[config.mk]
export PLATFORM = sky130hd
export DESIGN_NAME = shot_responder
export DESIGN_NICKNAME = d
export VERILOG_FILES = /design/src/rtl/shot_responder.sv
export SDC_FILE = /design/constraint.sdc
export NUM_CORES = 1
export LEC_CHECK = 0
export ABC_AREA = 1
export CORE_MARGIN = 1
export CORE_UTILIZATION = 45
export DETAILED_ROUTE_END_ITERATION = 10
export PLACE_DENSITY_LB_ADDON = 0.3
export SLEW_MARGIN = 10
export SYNTH_ARGS = -nofsm -noshare
export SYNTH_HDL_FRONTEND = slang
export SYNTH_SLANG_ARGS = --single-unit
[constraint.sdc]
create_clock -name clk -period 1.9 [get_ports clk]
set_input_delay 0.19 -clock clk [delete_from_list [all_inputs] [get_ports clk]]
set_output_delay 0.19 -clock clk [all_outputs]
set_load 0.005 [all_outputs]
[src/rtl/shot_responder.sv]
// ---------------------------------------------------------------------------
// shot_responder
//
// Defending-side end of the shot exchange between the two boards. The
// opponent sends a shot address {row[7:4], col[3:0]} over the UART link.
// This block looks the address up in the local ship map, marks the cell,
// returns a one-byte result to the opponent and tells the local game FSM
// what happened so it can hand the turn over.
//
// Result byte codes returned on tx_data:
//   0x00 miss, 0x01 hit, 0x02 repeat shot, 0x03 hit that sank the last ship,
//   0xEE address outside the board.
//
// Ship-map cell codes:
//   00 empty, 01 ship, 10 ship hit, 11 water shot
//
// Ports:
//   clk, rst        system clock, synchronous active-high reset
//   enable          local FSM is waiting for an incoming shot
//   rx_data/valid   received shot address byte and its one-cycle strobe
//   board_rd_addr   ship-map read address (RAM has one cycle read latency)
//   board_rd_data   cell code read back from the ship map
//   board_wr_*      ship-map write port (one-cycle strobe)
//   tx_data/valid   result byte towards the UART transmitter
//   tx_ready        transmitter accepts the byte when tx_valid & tx_ready
//   msg_send        00 none, 01 miss, 10 hit, 11 all sunk; held until msg_clr
//   msg_clr         one-cycle pulse from the game FSM that clears msg_send
//   check_in        last accepted shot address, for the display
//   hit_count       hits taken so far, saturating at SHIP_CELLS
//   all_sunk        sticky, every ship cell has been hit
//   overrun         sticky, a shot byte arrived when it could not be served
//   busy            a shot is being processed
// ---------------------------------------------------------------------------
module shot_responder #(
    parameter int BOARD_DIM  = 10,
    parameter int SHIP_CELLS = 11
) (
    input  logic       clk,
    input  logic       rst,
    input  logic       enable,
    input  logic [7:0] rx_data,
    input  logic       rx_valid,
    output logic [7:0] board_rd_addr,
    input  logic [1:0] board_rd_data,
    output logic       board_wr_en,
    output logic [7:0] board_wr_addr,
    output logic [1:0] board_wr_data,
    output logic [7:0] tx_data,
    output logic       tx_valid,
    input  logic       tx_ready,
    output logic [1:0] msg_send,
    input  logic       msg_clr,
    output logic [7:0] check_in,
    output logic [3:0] hit_count,
    output logic       all_sunk,
    output logic       overrun,
    output logic       busy
);

    // Board limit widened by one bit so a 16-wide board still compares
    // correctly against a 4-bit row or column.
    localparam logic [4:0] DIM_LIMIT = 5'(BOARD_DIM);
    localparam logic [3:0] SHIP_MAX  = 4'(SHIP_CELLS);

    localparam logic [1:0] CELL_EMPTY = 2'b00;
    localparam logic [1:0] CELL_SHIP  = 2'b01;
    localparam logic [1:0] CELL_HIT   = 2'b10;
    localparam logic [1:0] CELL_WATER = 2'b11;

    localparam logic [1:0] MSG_NONE = 2'b00;
    localparam logic [1:0] MSG_MISS = 2'b01;
    localparam logic [1:0] MSG_HIT  = 2'b10;
    localparam logic [1:0] MSG_SUNK = 2'b11;

    localparam logic [7:0] REPLY_MISS    = 8'h00;
    localparam logic [7:0] REPLY_HIT     = 8'h01;
    localparam logic [7:0] REPLY_REPEAT  = 8'h02;
    localparam logic [7:0] REPLY_SUNK    = 8'h03;
    localparam logic [7:0] REPLY_INVALID = 8'hEE;

    typedef enum logic [2:0] {
        IDLE,
        READ,
        EVAL,
        WRITE,
        SEND
    } state_t;

    state_t state;
    state_t next_state;

    logic [7:0] addr;
    logic [1:0] wr_code;
    logic [1:0] result;
    logic       load_msg;
    logic       accept_shot;
    logic       shot_invalid;
    logic       handshake;
    logic       ignored_shot;
    logic [3:0] count_next;

    // A shot is only taken when the local FSM is waiting for one, the
    // previous result has been consumed and the game is still running.
    assign accept_shot  = (state == IDLE) && rx_valid && enable &&
                          (msg_send == MSG_NONE) && !all_sunk;

    // Row and column are checked independently; either one out of range
    // makes the whole shot invalid.
    assign shot_invalid = ({1'b0, rx_data[7:4]} >= DIM_LIMIT) ||
                          ({1'b0, rx_data[3:0]} >= DIM_LIMIT);

    assign handshake    = (state == SEND) && tx_ready;

    // A byte that arrives while a shot is in flight, or while the game
    // cannot take a new shot even though the FSM is listening, is lost and
    // flagged. A byte arriving while the FSM is not listening is simply
    // not our business and is dropped without a flag.
    assign ignored_shot = rx_valid &&
                          ((state != IDLE) ||
                           (enable && ((msg_send != MSG_NONE) || all_sunk)));

    // Hit counter never wraps past the number of ship cells.
    assign count_next   = (hit_count == SHIP_MAX) ? hit_count : hit_count + 4'd1;

    assign board_wr_addr = addr;
    assign board_wr_data = wr_code;

    // State register. Reset drops straight back to IDLE from anywhere,
    // which also removes tx_valid and board_wr_en on the same clock.
    always_ff @(posedge clk) begin
        if (rst) begin
            state <= IDLE;
        end else begin
            state <= next_state;
        end
    end

    // Next-state logic. Out-of-range shots go straight to SEND to report
    // the error without touching the map; repeat shots skip WRITE because
    // the cell already carries its final code. Enable falling mid-shot
    // does not abort the sequence.
    always_comb begin
        next_state = state;
        case (state)
            IDLE: begin
                if (accept_shot) begin
                    next_state = shot_invalid ? SEND : READ;
                end
            end
            READ: begin
                next_state = EVAL;
            end
            EVAL: begin
                next_state = board_rd_data[1] ? SEND : WRITE;
            end
            WRITE: begin
                next_state = SEND;
            end
            SEND: begin
                if (tx_ready) begin
                    next_state = IDLE;
                end
            end
            default: begin
                next_state = IDLE;
            end
        endcase
    end

    // Output decode. The write strobe and the TX valid come straight from
    // the state so each lasts exactly as long as its state does.
    always_comb begin
        tx_valid    = 1'b0;
        board_wr_en = 1'b0;
        busy        = 1'b1;
        case (state)
            IDLE:    busy        = 1'b0;
            WRITE:   board_wr_en = 1'b1;
            SEND:    tx_valid    = 1'b1;
            default: busy        = 1'b1;
        endcase
    end

    // Shot datapath. The address is captured on acceptance and the RAM read
    // address is only moved for in-range shots, so an invalid shot leaves
    // the map interface untouched. In EVAL the cell code read back decides
    // the new cell code, the reply byte and the result for the game FSM;
    // the reply stays registered so tx_data is stable under back-pressure.
    always_ff @(posedge clk) begin
        if (rst) begin
            addr          <= '0;
            check_in      <= '0;
            board_rd_addr <= '0;
            tx_data       <= '0;
            wr_code       <= '0;
            result        <= '0;
            load_msg      <= 1'b0;
            hit_count     <= '0;
            all_sunk      <= 1'b0;
        end else begin
            case (state)
                IDLE: begin
                    if (accept_shot) begin
                        addr     <= rx_data;
                        check_in <= rx_data;
                        if (shot_invalid) begin
                            tx_data  <= REPLY_INVALID;
                            load_msg <= 1'b0;
                        end else begin
                            board_rd_addr <= rx_data;
                        end
                    end
                end
                EVAL: begin
                    load_msg <= 1'b1;
                    case (board_rd_data)
                        CELL_EMPTY: begin
                            wr_code <= CELL_WATER;
                            tx_data <= REPLY_MISS;
                            result  <= MSG_MISS;
                        end
                        CELL_SHIP: begin
                            wr_code   <= CELL_HIT;
                            hit_count <= count_next;
                            if (count_next == SHIP_MAX) begin
                                tx_data  <= REPLY_SUNK;
                                result   <= MSG_SUNK;
                                all_sunk <= 1'b1;
                            end else begin
                                tx_data <= REPLY_HIT;
                                result  <= MSG_HIT;
                            end
                        end
                        default: begin
                            tx_data <= REPLY_REPEAT;
                            result  <= MSG_MISS;
                        end
                    endcase
                end
                default: begin
                end
            endcase
        end
    end

    // Result message towards the game FSM. A result arriving on the same
    // cycle as a clear wins, so a clear meant for the previous message can
    // never wipe out the new one. Invalid shots never load a result.
    always_ff @(posedge clk) begin
        if (rst) begin
            msg_send <= MSG_NONE;
        end else if (handshake && load_msg) begin
            msg_send <= result;
        end else if (msg_clr) begin
            msg_send <= MSG_NONE;
        end
    end

    // Overrun flag is sticky until reset so a lost shot is never missed by
    // whoever looks at it later.
    always_ff @(posedge clk) begin
        if (rst) begin
            overrun <= 1'b0;
        end else if (ignored_shot) begin
            overrun <= 1'b1;
        end
    end

endmodule
==> results of run 1 <==
per-layer routing:
layer  vias up  global-route usage, %
met2        63                   33.1
met4         0                   10.1
met5         -                      0
li1        775                      -
met3         9                   7.68
met1       682                   24.7
flip-flops by register name (all words and copies together), names as in the netlist:
name	count
board_rd_addr	8
board_wr_addr	8
hit_count	4
state	3
tx_data	3
board_wr_data	2
msg_send	2
result	2
all_sunk	1
load_msg	1
overrun	1
cell type report:
cell class	instances	share of cell area, %
Timing Repair Buffer	61	28.0
Inverter	23	4.04
Clock buffer	8	3.18
Tap cell	44	2.54
Sequential cell	35	32.4
Multi-Input combinational cell	139	29.9
cell usage after synthesis:
library cell	instances
a211oi_1	1
a21boi_0	1
a21oi_1	14
a31oi_1	1
buf_1	2
buf_2	1
buf_4	13
clkinv_2	1
conb_1	1
dfxtp_1	35
ha_1	1
inv_1	20
inv_2	2
nand2_1	36
nand2_2	2
nand3_1	7
nand3b_1	1
nand4_1	3
nor2_1	40
nor2_2	1
nor2_4	1
nor3_1	1
nor3_4	1
nor3b_1	1
o21ai_0	20
o21ai_1	6
critical path, delay by kind of cell (launching register included):
kind	cells	cell delay, ps
buffers and inverters	2	640
DFF	1	370
and+or+nand+nor	1	190
cells in the final DEF (no fill, tap or decap), drive strengths merged:
cell type,netlist,final
clkdlybuf4s50,0,59
a211oi,1,1
nand4,3,3
nor3,2,2
conb,1,1
dfxtp,35,35
a21oi,14,14
nand3b,1,1
a21boi,1,1
o21ai,26,26
inv,22,22
nand2,38,38
clkinv,1,1
a31oi,1,1
nor2,42,42
clkbuf,0,8
buf,16,2
nor3b,1,1
ha,1,1
nand3,7,7
final timing paths:
check	slack, ps	start	depth (start not counted)	endpoint
setup / recovery	180	state[2]	3	tx_valid
setup reg to reg	430	hit_count[0]	7	tx_data[1]
hold / removal	470	board_wr_data[0]	2	board_wr_data[0]
hold reg to reg	470	board_wr_data[0]	2	board_wr_data[0]
per-stage QoR:
stage,utilization (%),cells,cell area [um2],hold WS (ps),total power [mW]
2_1_floorplan,-,213,1540,325,1.04
3_3_place_gp,66.3,302,2090,444,1.22
3_5_place_dp,66.3,302,2090,447,1.22
4_1_cts,68.5,310,2160,472,1.68
5_1_grt,68.7,310,2170,486,1.76
6_report,68.7,310,2170,469,1.66
power by group:
group | switching, mW | leakage [nW] | internal [mW]
registers | 0.0373 | 0.285 | 0.785
logic | 0.165 | 0.541 | 0.219
clock network | 0.241 | 0.0386 | 0.218
kinds of logic (layout without fill, tap and decap cells):
kind of cell	after synthesis	after routing	share of synthesized area [%]
compound gates	43	43	14.4
buf+inv	39	92	12.8
other cells	1	1	0.243
simple gates	94	94	26.3
flops	35	35	45.5
fa+ha+maj	1	1	0.812
==> impl_metrics.py, run 1 <==
metrics = {
    "timing": {
        "fin_crit_sh_pct": 90.8,
        "grt_setup_unrepaired": "no",
        "final_max_slew_viol_count": 0,
        "fin_worst_skew_ps": 9.45,
        "setup_slack_ps": 175,
        "setup_tns_ps": 0,
        "fin_crit_ps": 1720,
        "final_hold_viol_count": 0,
        "setup_viol": 0,
        "max_freq_ghz": 0.580,
    },
    "setup_path": {
        "worstPathMaxFanout": 3,
        "end_kind": "output port",
        "slowest_delay_ps": 550,
        "cp_slowest_cell": "clkdlybuf4s50_1",
        "cp_data_arrival_time_ps": 1530,
        "crit_type": "reg -> out",
        "worst_setup_path_start_kind": "flip-flop",
        "path_cells": "inv_1 -> nor3_2 -> clkdlybuf4s50_1",
        "worstPathRequired_ps": 1710,
    },
    "cts": {
        "cts-root-buf": "clkbuf_4",
        "htree_num_levels": 2,
        "clock-sinks": 35,
        "path_clk_slew_ps": 100,
        "cts_setup_buffers": 0,
        "clkLatencyLatePin_ps": 340,
        "cts_buffers": 5,
        "cts_tree": "yes",
        "clock_path_buffers": 2,
        "cts-resized-gates": 0,
        "hold_buffers": 0,
    },
    "power_and_ir_drop": {
        "p_leak_nw": 0.864,
        "peakVddDrop_mv": 0.488,
        "power.density_mw_per_mm2": 769,
    },
    "route": {
        "topRoutingLayerUsed": "met4",
        "wl_met3_um": 287,
        "wl_met2_mm": 1.57,
        "wirelength_met1_mm": 1.56,
        "wl_per_cell_um": 11.2,
        "drc": 0,
        "vias_per_cell": 4.93,
        "dr.pass1.iters": 4,
        "vias": 1529,
        "ant_nets": 0,
        "route.final.wire_length_mm": 3.48,
        "drt_iter0_markers": 41,
    },
    "global_routing": {
        "grt_start_max_net_pins": 18,
        "grt_pass1_vias": 1319,
        "grt_usage_pct": 20.7,
        "grt_overflow_total": 0,
        "antenna_found_initial": 0,
        "grt_pass1_wl_mm": 5.56,
    },
    "die": {
        "core-area_mm2": 0.00315,
        "io_pins": 61,
        "die_w_um": 60.5,
        "dieArea_mm2": 0.00366,
        "initial_utilization_pct": 48.9,
        "row_count": 20,
        "die_h_um": 60.5,
    },
    "cells_and_area": {
        "multi_input_area_um2": 648,
        "antennaDiodeCount": 0,
        "nNetsFinal": 282,
        "drive_above_1_share_pct": 6.77,
        "fillers": 287,
        "area_growth_pct": 40.5,
        "seq_area_um2": 701,
    },
    "placed_design": {
        "place.gp.congestion": 0.820,
        "place_ws_ps": 227,
        "hpwl_mm": 2.62,
        "port_buffers": 59,
    },
    "status": {
        "status": "finished, final reports clean",
    },
    "logic_synthesis": {
        "syn_nets": 230,
        "yosysTopAreaCell": "dfxtp_1",
        "yosys_warnings": 0,
        "avgSynthCellArea_um2": 7.24,
        "yosys-top-cells-area": "dfxtp_1, nor2_1, nand2_1",
        "syn-instance-count": 213,
        "synthDistinctLibCells": 26,
        "syn_area_mm2": 0.00154,
        "netlist.area_leader.share_pct": 45.5,
        "yosysSeqAreaShare_pct": 45.5,
        "ys_seq_elements": 35,
    },
    "worst_hold_path": {
        "min_path_type": "reg -> reg",
    },
    "job": {
        "cap_viol_max_count": 0,
    },
}
Power figures use the tool's default switching activity.
==> run 2: changes to the inputs <==
- ABC_AREA: 1 -> 0
==> impl_metrics.py, run 2 <==
metrics = {
    "global_routing": {
        "antenna_found_initial": 0,
        "grtUsageMet3_pct": 5.88,
        "use_met2_pct": 31.7,
        "grt_overflow_total": 0,
        "grt_start_max_net_pins": 36,
        "grt_pass1_vias": 1240,
        "met1_usage_pct": 26.0,
        "grt_pass1_wl_mm": 5.50,
        "grt.busiest_layer": "met2",
        "grt_usage_pct": 20.2,
    },
    "logic_synthesis": {
        "synth_top_family_by_area": "simple AND/OR/NAND/NOR gates",
        "syn-instance-count": 184,
        "yosys-top-cells-area": "dfxtp_1, buf_4, a21oi_1",
        "yosysMostFrequentCell": "dfxtp_1",
        "yosysSeqAreaShare_pct": 44.3,
        "synthDistinctLibCells": 36,
        "netlist.area_leader.share_pct": 44.3,
        "yosys_warnings": 0,
        "yosys-mux-area-fraction_pct": 5.69,
        "synthFlopType": "dfxtp_1",
        "syn_area_mm2": 0.00158,
        "synth_compound_gate_area_share_pct": 14.4,
        "synth_enable_flop_cells": 0,
        "avgSynthCellArea_um2": 8.60,
        "yosysTopAreaCell": "dfxtp_1",
        "synth_simple_gate_area_share_pct": 22.8,
        "synth-adder-area-share_pct": 0.791,
        "syn_nets": 201,
        "ys_seq_elements": 35,
        "yosys.area_share.xor_xnor_pct": 1.11,
        "postSynth.asyncResetShare_pct": 0,
        "synthTopCellsByCount": "dfxtp_1, nor2_1, a21oi_1",
    },
    "setup_path": {
        "worstPathMaxFanout": 8,
        "worstPathRequired_ps": 1710,
        "r2r_end": "tx_data[1]",
        "rr_startpoint": "hit_count[1]",
        "crit_type": "reg -> out",
        "cp_slowest_cell": "clkdlybuf4s50_1",
        "path_cells": "nor3b_2 -> clkdlybuf4s50_1",
        "slowest_delay_ps": 550,
        "end_kind": "output port",
        "worst_setup_path_start_kind": "flip-flop",
        "cp_data_arrival_time_ps": 1590,
        "reg2reg_slack_ps": 150,
        "r2r_cells": 5,
    },
    "cts": {
        "cts-root-buf": "clkbuf_4",
        "path_clk_slew_ps": 110,
        "clkLatencyLatePin_ps": 330,
        "htree_num_levels": 2,
        "clock_path_buffers": 2,
        "hold_buffers": 0,
        "cts_tree": "yes",
        "clock-sinks": 35,
        "cts_buffers": 5,
    },
    "power_and_ir_drop": {
        "switching_share_pct": 25.0,
        "p_leak_nw": 0.833,
        "comb_power_share_pct": 16.7,
        "peakVddDrop_mv": 0.483,
        "seqPwrFrac_pct": 52.7,
        "power.internal_mw": 1.12,
        "pwr-share-clk_pct": 30.6,
        "power_switching_uw": 374,
        "power.density_mw_per_mm2": 671,
    },
    "cells_and_area": {
        "drive_above_1_share_pct": 9.83,
        "stdcell_count": 280,
        "layout_common_cells": "clkdlybuf4s50_1, dfxtp_1, nor2_1",
        "fillers": 318,
        "area_growth_pct": 40.9,
        "mostFrequentLayoutCell": "clkdlybuf4s50_1",
        "antennaDiodeCount": 0,
        "nNetsFinal": 250,
        "final_cell_area_mm2": 0.00223,
    },
    "die": {
        "row_count": 21,
        "initial_utilization_pct": 47.1,
        "core-area_mm2": 0.00336,
        "die_w_um": 61.3,
        "io_pins": 61,
        "dieArea_mm2": 0.00376,
        "die_h_um": 61.3,
    },
    "placed_design": {
        "hpwl_mm": 2.56,
        "dp.cells": 272,
        "place_area_mm2": 0.00213,
        "place.gp.congestion": 0.788,
        "port_buffers": 59,
    },
    "job": {
        "cap_viol_max_count": 0,
    },
    "timing": {
        "setup_viol": 0,
        "fin_worst_skew_ps": 5.21,
        "holdWs_ps": 451,
        "fin_crit_ps": 1780,
        "max_freq_ghz": 0.563,
        "final_hold_viol_count": 0,
        "grt_setup_unrepaired": "no",
        "setup_tns_ps": 0,
        "fin_crit_sh_pct": 93.5,
        "final_max_slew_viol_count": 0,
    },
    "route": {
        "dr.pass1.iters": 4,
        "drc": 0,
        "drt_iter0_markers": 56,
        "ant_nets": 0,
        "wl_per_cell_um": 12.9,
        "vias_per_cell": 5.19,
        "route.final.wire_length_mm": 3.61,
        "vias": 1452,
    },
    "worst_hold_path": {
        "hold_start": "rx_data[0]",
        "hold_depth": 3,
        "min_path_type": "in -> reg",
        "min_delay_worst_endpoint": "board_rd_addr[0]",
    },
    "status": {
        "status": "finished, final reports clean",
    },
}
## run 2: cell count changes after synthesis, sizes merged, moves of 9 or more
| cell | previous run | this run |
|---|---|---|
| nand2 | 38 | 10 |
| nor2 | 42 | 21 |
| inv | 22 | 5 |
| o21ai | 26 | 14 |
| mux2i | 0 | 9 |
## run 2: logic make-up (layout without fill, tap and decap cells)
group / after synthesis / after routing
buf+inv: 28 / 78
xor+xnor: 2 / 2
simple gates: 67 / 67
mux: 9 / 9
compound gates: 41 / 41
other cells: 1 / 1
flops: 35 / 35
fa+ha+maj: 1 / 1
## run 2: layer usage
metal / routed length (um) / vias to the layer above
met1: 1710 / 674
met5: 0 / -
li1: - / 729
met2: 1690 / 42
met4: 49 / 0
met3: 155 / 7
## run 2: worst max-delay path by stage
stage | from | endpoint | cells past startpoint
5_1_grt | state[2] | tx_valid | 2
3_5_place_dp | rx_data[7] | tx_data[1] | 5
6_report | state[2] | tx_valid | 2
4_1_cts | state[2] | tx_valid | 2
2_1_floorplan | hit_count[0] | tx_data[1] | 5
3_3_place_gp | hit_count[1] | tx_data[1] | 5
## run 2: power by group through the flow
stage / Combinational, mW / Clock, mW / Sequential [mW]
2_1_floorplan: 0.134 / 0 / 0.795
3_3_place_gp: 0.244 / 0 / 0.803
3_5_place_dp: 0.247 / 0 / 0.804
4_1_cts: 0.248 / 0.464 / 0.788
5_1_grt: 0.276 / 0.495 / 0.793
6_report: 0.250 / 0.459 / 0.788
## run 2: critical path: cells and delay by family (launching register included)
kind	cells	cell delay, ps
and+or+nand+nor	1	260
buffers and inverters	1	550
DFF	1	450
## run 2: cell type report
type                       count  area (um2)  share of cell area, %
multi-input combinational    121         743                   33.3
sequential                    35         707                   31.7
timing repair buffer          65         636                   28.5
clock buffer                   8        68.8                   3.08
tap                           46        57.6                   2.58
inverter                       5        18.8                  0.841
## run 2: repair_timing
action,4_1_cts,5_1_grt
setup buffers,0,0
resized for setup,2,7
endpoints found under the setup margin,2,4
## run 2: per-stage QoR
step                worst slack [ps]  utilization, %  power (mW)
floorplan                        211               -       0.929
finish                           124            66.3        1.50
global route                    3.77            66.3        1.56
CTS                             6.13            65.4        1.50
detailed placement              67.0            63.2        1.05
global placement                 116            63.2        1.05
